[config.mk]
export PLATFORM = sky130hd
export DESIGN_NAME = arb_req_mux_flat
export DESIGN_NICKNAME = d
export VERILOG_FILES = /design/src/rtl/arb_req_mux_pkg.sv /design/src/rtl/arb_req_mux_if.sv /design/src/rtl/arb_req_mux_onehot_to_idx.sv /design/src/rtl/arb_req_mux.sv /design/src/flat_wrapper.sv
export SDC_FILE = /design/constraint.sdc
export NUM_CORES = 1
export LEC_CHECK = 0
export CELL_PAD_IN_SITES_DETAIL_PLACEMENT = 0
export CELL_PAD_IN_SITES_GLOBAL_PLACEMENT = 1
export CORE_MARGIN = 2
export CORE_UTILIZATION = 40
export CTS_BUF_LIST = sky130_fd_sc_hd__clkbuf_2
export DETAILED_ROUTE_END_ITERATION = 8
export PLACE_DENSITY = 0.82
export SETUP_SLACK_MARGIN = 0.02
export SYNTH_ARGS = -nofsm -noshare
export SYNTH_HDL_FRONTEND = slang
export SYNTH_SLANG_ARGS = --single-unit
[constraint.sdc]
create_clock -name clk -period 3.3 [get_ports clk]
set_input_delay 0.825 -clock clk [delete_from_list [all_inputs] [get_ports clk]]
set_output_delay 0.825 -clock clk [all_outputs]
set_load 0.03 [all_outputs]
[src/rtl/arb_req_mux_pkg.sv]
`default_nettype none
// ============================================================================
// Module : arb_pkg
// Brief  : Shared types, constants and helpers for the arb_req_mux slice.
// Rev    : 1.0  initial release
// ============================================================================
package arb_pkg;

    localparam int DEF_CLIENTS = 4;
    localparam int DEF_DW      = 32;
    localparam int IDXW        = $clog2(DEF_CLIENTS);
    localparam int c_MAXW      = 32;

    typedef enum logic [0:0] {
        IDLE = 1'b0,
        SEND = 1'b1
    } state_e;

    // Isolates the lowest set bit; vectors up to c_MAXW clients.
    function automatic logic [c_MAXW-1:0] onehot_lsb(input logic [c_MAXW-1:0] vec);
        return vec & (~vec + c_MAXW'(1));
    endfunction

endpackage
`default_nettype wire

[src/rtl/arb_req_mux_if.sv]
`default_nettype none
// ============================================================================
// Module : arb_req_mux_if
// Brief  : Client, arbiter and downstream signals of arb_req_mux.
//          err_o exists only when ARB_REQ_MUX_CHECK_EN is defined.
// Rev    : 1.0  initial release
// ============================================================================
interface arb_req_mux_if #(
    parameter int CLIENTS = 4,
    parameter int DW      = 32
);
    localparam int c_IDXW = $clog2(CLIENTS);

    logic [CLIENTS-1:0]    in_valid_i;
    logic [CLIENTS*DW-1:0] in_data_i;
    logic [CLIENTS-1:0]    in_ready_o;
    logic [CLIENTS-1:0]    req_o;
    logic [CLIENTS-1:0]    gnt_i;
    logic                  ack_o;
    logic                  out_valid_o;
    logic [DW-1:0]         out_data_o;
    logic [c_IDXW-1:0]     out_idx_o;
    logic                  out_ready_i;
`ifdef ARB_REQ_MUX_CHECK_EN
    logic                  err_o;
`endif

    modport master (
        input  in_valid_i, in_data_i, gnt_i, out_ready_i,
        output in_ready_o, req_o, ack_o, out_valid_o, out_data_o, out_idx_o
`ifdef ARB_REQ_MUX_CHECK_EN
        , output err_o
`endif
    );

    modport slave (
        output in_valid_i, in_data_i, gnt_i, out_ready_i,
        input  in_ready_o, req_o, ack_o, out_valid_o, out_data_o, out_idx_o
`ifdef ARB_REQ_MUX_CHECK_EN
        , input err_o
`endif
    );

endinterface
`default_nettype wire

[src/rtl/arb_req_mux_onehot_to_idx.sv]
`default_nettype none
// ============================================================================
// Module : onehot_to_idx
// Brief  : Index of the lowest set bit of a vector plus an any-bit-set flag.
// Rev    : 1.0  initial release
// ============================================================================
module onehot_to_idx
    import arb_pkg::*;
#(
    parameter int WIDTH = 4,
    parameter int IDX_W = $clog2(WIDTH)
) (
    input  wire logic [WIDTH-1:0] i_vec,
    output logic      [IDX_W-1:0] o_idx,
    output logic                  o_valid
);

    logic [WIDTH-1:0] w_lsb;

    assign w_lsb   = WIDTH'(onehot_lsb(c_MAXW'(i_vec)));
    assign o_valid = |i_vec;

    always_comb begin
        o_idx = '0;
        for (int i = 0; i < WIDTH; i++) begin
            if (w_lsb[i]) begin
                o_idx = IDX_W'(i);
            end
        end
    end

endmodule
`default_nettype wire

[src/rtl/arb_req_mux.sv]
`default_nettype none
// ============================================================================
// Module : arb_req_mux
// Brief  : One-word-per-client buffer feeding a shared valid/ready channel
//          under an external one-hot grant. Optional sticky grant-error flag
//          (err_o) when ARB_REQ_MUX_CHECK_EN is defined.
// Rev    : 1.0  initial release
// ============================================================================
module arb_req_mux
    import arb_pkg::*;
#(
    parameter int CLIENTS = DEF_CLIENTS,
    parameter int DW      = DEF_DW
) (
    input  wire logic      clk,
    input  wire logic      rst,
    arb_req_mux_if.master  bus
);

    localparam int c_IDXW = $clog2(CLIENTS);

    state_e              r_state;
    state_e              w_state_nxt;
    logic [CLIENTS-1:0]  r_slot_valid;
    logic [DW-1:0]       r_slot_data [CLIENTS];
    logic [DW-1:0]       r_out_data;
    logic [c_IDXW-1:0]   r_out_idx;
    logic [c_IDXW-1:0]   w_gnt_idx;
    logic                w_gnt_any;
    logic                w_capture;
    logic                w_ack;
    logic [CLIENTS-1:0]  w_capture_vec;
    logic [CLIENTS-1:0]  w_accept;

    onehot_to_idx #(
        .WIDTH (CLIENTS),
        .IDX_W (c_IDXW)
    ) u_gnt_dec (
        .i_vec   (bus.gnt_i),
        .o_idx   (w_gnt_idx),
        .o_valid (w_gnt_any)
    );

    always_ff @(posedge clk) begin
        if (rst) begin
            r_state <= IDLE;
        end else begin
            r_state <= w_state_nxt;
        end
    end

    // Grants are only sampled in IDLE, so a grant coinciding with ack is dropped.
    always_comb begin
        w_state_nxt = r_state;
        w_capture   = 1'b0;
        w_ack       = 1'b0;
        case (r_state)
            IDLE: begin
                if (w_gnt_any && r_slot_valid[w_gnt_idx]) begin
                    w_capture   = 1'b1;
                    w_state_nxt = SEND;
                end
            end
            SEND: begin
                if (bus.out_ready_i) begin
                    w_ack       = 1'b1;
                    w_state_nxt = IDLE;
                end
            end
            default: w_state_nxt = IDLE;
        endcase
    end

    for (genvar g = 0; g < CLIENTS; g++) begin : g_client
        assign w_capture_vec[g]  = w_capture && (w_gnt_idx == c_IDXW'(g));
        assign bus.in_ready_o[g] = ~r_slot_valid[g] | w_capture_vec[g];
        assign w_accept[g]       = bus.in_valid_i[g] & bus.in_ready_o[g];
    end

    // A load in the capture cycle refills the slot, so the load takes priority.
    always_ff @(posedge clk) begin
        if (rst) begin
            r_slot_valid <= '0;
            for (int i = 0; i < CLIENTS; i++) begin
                r_slot_data[i] <= '0;
            end
        end else begin
            for (int i = 0; i < CLIENTS; i++) begin
                if (w_accept[i]) begin
                    r_slot_valid[i] <= 1'b1;
                    r_slot_data[i]  <= bus.in_data_i[i*DW +: DW];
                end else if (w_capture_vec[i]) begin
                    r_slot_valid[i] <= 1'b0;
                end
            end
        end
    end

    always_ff @(posedge clk) begin
        if (rst) begin
            r_out_data <= '0;
            r_out_idx  <= '0;
        end else if (w_capture) begin
            r_out_data <= r_slot_data[w_gnt_idx];
            r_out_idx  <= w_gnt_idx;
        end
    end

    assign bus.req_o       = r_slot_valid;
    assign bus.ack_o       = w_ack;
    assign bus.out_valid_o = (r_state == SEND);
    assign bus.out_data_o  = r_out_data;
    assign bus.out_idx_o   = r_out_idx;

`ifdef ARB_REQ_MUX_CHECK_EN
    logic r_err;
    logic w_err_set;

    assign w_err_set = (r_state == IDLE) && w_gnt_any &&
                       ((onehot_lsb(c_MAXW'(bus.gnt_i)) != c_MAXW'(bus.gnt_i)) ||
                        !r_slot_valid[w_gnt_idx]);

    always_ff @(posedge clk) begin
        if (rst) begin
            r_err <= 1'b0;
        end else if (w_err_set) begin
            r_err <= 1'b1;
        end
    end

    assign bus.err_o = r_err;
`endif

endmodule
`default_nettype wire

[src/flat_wrapper.sv]
// flat-port wrapper written by rule: the top's interface ports become plain ports
module arb_req_mux_flat import arb_pkg::*;
#(
    parameter int CLIENTS = DEF_CLIENTS,
    parameter int DW      = DEF_DW
)
  (clk, rst, bus_in_valid_i, bus_in_data_i, bus_gnt_i, bus_out_ready_i, bus_in_ready_o, bus_req_o, bus_ack_o, bus_out_valid_o, bus_out_data_o, bus_out_idx_o);
  arb_req_mux_if #(.CLIENTS(CLIENTS), .DW(DW)) bus_i ();
  input  wire logic clk;
  input  wire logic rst;
  input wire logic [$bits(bus_i.in_valid_i)-1:0] bus_in_valid_i;
  input wire logic [$bits(bus_i.in_data_i)-1:0] bus_in_data_i;
  input wire logic [$bits(bus_i.gnt_i)-1:0] bus_gnt_i;
  input wire logic [$bits(bus_i.out_ready_i)-1:0] bus_out_ready_i;
  output wire logic [$bits(bus_i.in_ready_o)-1:0] bus_in_ready_o;
  output wire logic [$bits(bus_i.req_o)-1:0] bus_req_o;
  output wire logic [$bits(bus_i.ack_o)-1:0] bus_ack_o;
  output wire logic [$bits(bus_i.out_valid_o)-1:0] bus_out_valid_o;
  output wire logic [$bits(bus_i.out_data_o)-1:0] bus_out_data_o;
  output wire logic [$bits(bus_i.out_idx_o)-1:0] bus_out_idx_o;
  assign bus_i.in_valid_i = bus_in_valid_i;
  assign bus_i.in_data_i = bus_in_data_i;
  assign bus_i.gnt_i = bus_gnt_i;
  assign bus_i.out_ready_i = bus_out_ready_i;
  assign bus_in_ready_o = bus_i.in_ready_o;
  assign bus_req_o = bus_i.req_o;
  assign bus_ack_o = bus_i.ack_o;
  assign bus_out_valid_o = bus_i.out_valid_o;
  assign bus_out_data_o = bus_i.out_data_o;
  assign bus_out_idx_o = bus_i.out_idx_o;
  arb_req_mux #(.CLIENTS(CLIENTS), .DW(DW)) u_core (.clk(clk), .rst(rst), .bus(bus_i));
endmodule
==> results.md <==
* Status: complete, but fails checks
* Failing checks: design-rule violations
* Nets@finish at 834
* CP cell instances: clkdlybuf4s50_1 -> nor2_1 -> a31oi_4 -> a21bo_2 -> buf_4
* Total die area at 0.0186 mm²
* Clock root buffer: clkbuf_2
* First-pass GRT wire length at 27900 µm
* Initial DRC count at 542
* Register area share after synthesis at 66.1%
* Rows at 48
* Sink Count at 167
* RSZ-0062 raised after global routing: false
* Clock Path Buffers at 2
* Total Power at 4.43 mW
* Crit-path max FO at 5
* Post_cts resized at 0
* Num ports at 183
* Clock transition at the registers of the reported paths at 210 ps
* Post-CTS setup buffers at 0
* Area of the mapped netlist at 0.00699 mm²
* Max_slew headroom at 45.8%
* Worst Skew at 21.0 ps
* GR Overflow Total at 0
* Number of H-tree levels at 4
* Residual DRC count at 1
* Routed wl met2 at 9200 µm
* Worst-Margin Slew at 813 ps
* GP Congestion at 0.820
* Crit path launch type: primary input
* Setup crit end kind: output pin
* WP buf/inv at 2
* Final period util at 93.2%
* Routed wire per std cell at 20.1 µm
* Post-DP HPWL at 13000 µm
* Min cycle time layout at 3080 ps
* DR vias/cell at 5.46
* Critical hold path startpoint: rst
* Initial DRT Pass Iterations at 9
* Max Used Layer: met4
* Dpl ws at 234 ps
* Die height at 136 µm
* Max-slew violations at 0
* Final WL at 18800 µm
* CTS tree: built
* Reg2reg start: u_core.bus.req_o[2]
* Crit path largest cell delay at 540 ps
* Count of different cell masters after synthesis at 34
* Synth Register Bits at 167
* Worst min path class: in2reg
* Core Area at 0.0172 mm²
* Clk_lat worst skew at 720 ps
* Area growth syn-to-layout at 34.2%
* Power Dens Cells at 472 mW/mm²
* Reg2reg setup slack at 1330 ps
* Initial Util at 40.7%
* Fmax at 325 MHz
* Top delay family on crit path: buffers and inverters
* Max Cap Viol at 0
* Yosys synthesis warning count at 0
* Post-route setup slack at 223 ps
* Num CTS Buffers at 17
* Initial antenna violation count at 1
* Die X at 136 µm
* Syn_area_per_cell at 13.5 µm²
* Vias at 5100
* Fin Setup TNS at 0 ps
* Critical-path top delay cell: clkdlybuf4s50_1
* Arrival time at the worst endpoint at 2250 ps
* Routed Antenna Nets at 0
* Layout cell share with drive strength beyond 1 at 11.0%
* Number of I/O port buffers at 182
* Reg area at 0.00462 mm²
* Peak supply drop at 0.224 mV
* Fin. Hold Viols at 0
* GRT Util Overall at 20.5%
* Setup CP Type: in2out
* Worst path required time at 2470 ps
* Met3 wire len at 1530 µm
* DRT met1 WL at 7600 µm
* Synthesized Nets at 658
* Synth Instances at 519
* Multi-input gate area at 0.00219 mm²
* Fillers at 1451
* Number of global-route vias before repair at 5205
* Largest net degree at the start of global routing at 38
* Count of hold-fix buffers inserted at cts at 0
* Leak at 3.54 nW
* Endpoints failing setup at 0
* Critical Path Start: bus_gnt_i[0]
-- registers in the layout, indices dropped and copies added, names as in the netlist --
name and count:
u_core.bus.out_valid_o 1, u_core.bus.req_o 4, u_core.bus.out_data_o 32, u_core.bus.out_idx_o 2
u_core.r_slot_data 128
-- logic make-up (layout without fill, tap and decap cells) --
logic type / count (synthesis) / in the layout / synth area share, %
AND/OR/NAND/NOR: 148 / 148 / 13.5
buffers and inverters: 55 / 244 / 3.52
other: 0 / 1 / 0
flip-flops: 167 / 167 / 66.1
AO/OA/AOI/OAI: 149 / 149 / 16.8
-- stage by stage --
| stage | instances | utilization (%) | hold WS [ps] | cell area [µm²] |
|---|---|---|---|---|
| detailed placement | 901 | 53.3 | 508 | 9160 |
| finish | 934 | 54.6 | 489 | 9390 |
| global route | 934 | 54.6 | 397 | 9390 |
| CTS | 933 | 54.6 | 388 | 9380 |
| floorplan | 519 | - | 594 | 6990 |
| global placement | 901 | 53.3 | 514 | 9160 |
-- cell type report --
type	count	share of cell area [%]
flip-flops and latches	167	49.3
multi-input cells	297	23.3
repair buffers	206	21.8
well taps	225	3.00
clock inverters	13	1.39
clock buffers	19	1.01
inverters	6	0.240
diodes	1	0.0267
-- final timing paths --
check / end / cells past startpoint
min: u_core.bus.req_o[1] / 2
min reg2reg: u_core.bus.out_data_o[18] / 2
max reg2reg: u_core.r_slot_data[0][19] / 6
max: bus_in_ready_o[0] / 5
-- cell usage after synthesis --
library cell    n  area, µm²
a211oi_1       32        240
a21bo_2         3       30.0
a21boi_1        1       7.51
a21o_1          5       37.5
a21oi_1        38        190
a222oi_1       32        320
a22o_1         32        280
a31oi_1         1       6.26
and2_1         98        613
and3_1         32        200
buf_1           1       3.75
buf_2          19       95.1
buf_4           1       7.51
buf_6           1       11.3
clkbuf_1       23       86.3
clkbuf_2        4       20.0
dfxtp_1        39        781
edfxtp_1      128       3840
inv_1           5       18.8
inv_2           1       3.75
nand2_1         1       3.75
nand3b_1        1       7.51
nor2_1          6       22.5
nor2b_1         2       12.5
nor3_2          1       10.0
nor3b_1         2       15.0
nor3b_2         3       37.5
nor3b_4         1       18.8
nor4_1          1       6.26
o2111ai_1       1       8.76
o21a_1          1       7.51
o21bai_1        1       7.51
o31ai_2         1       12.5
o41ai_4         1       27.5
-- power by group --
| group | switching, mW | internal (mW) |
|---|---|---|
| logic | 0.439 | 0.410 |
| registers | 0.0835 | 2.46 |
| clock network | 0.692 | 0.346 |
-- layer usage --
metal / up-vias / GRT usage (%)
li1: 2367 / -
met1: 2435 / 26.5
met2: 267 / 33.8
met3: 31 / 3.99
met4: 0 / 8.45
met5: - / 0
-- cell usage in the layout (no fill, tap or decap), drive strengths merged --
cell type / n
clkbuf: 19
buf: 30
edfxtp: 128
inv: 7
nor4: 1
o21bai: 1
a21boi: 1
clkinvlp: 3
nor3: 1
and2: 98
clkinv: 7
dfxtp: 39
a31oi: 1
o21a: 1
nor2: 6
bufinv: 2
o31ai: 1
diode: 1
a22o: 32
a21o: 5
a21oi: 38
a21bo: 3
o2111ai: 1
nor3b: 6
nand3b: 1
a211oi: 32
clkdlybuf4s50: 176
o41ai: 1
a222oi: 32
and3: 32
nor2b: 2
nand2: 1
-- worst reg2reg max path, delay by kind of cell, from the launching register on --
kind | cells | cell delay (ps)
flip-flops | 1 | 480
AO/OA/AOI/OAI | 3 | 660
AND/OR/NAND/NOR | 1 | 130
buffers and inverters | 2 | 420
Power figures use the tool's default switching activity.
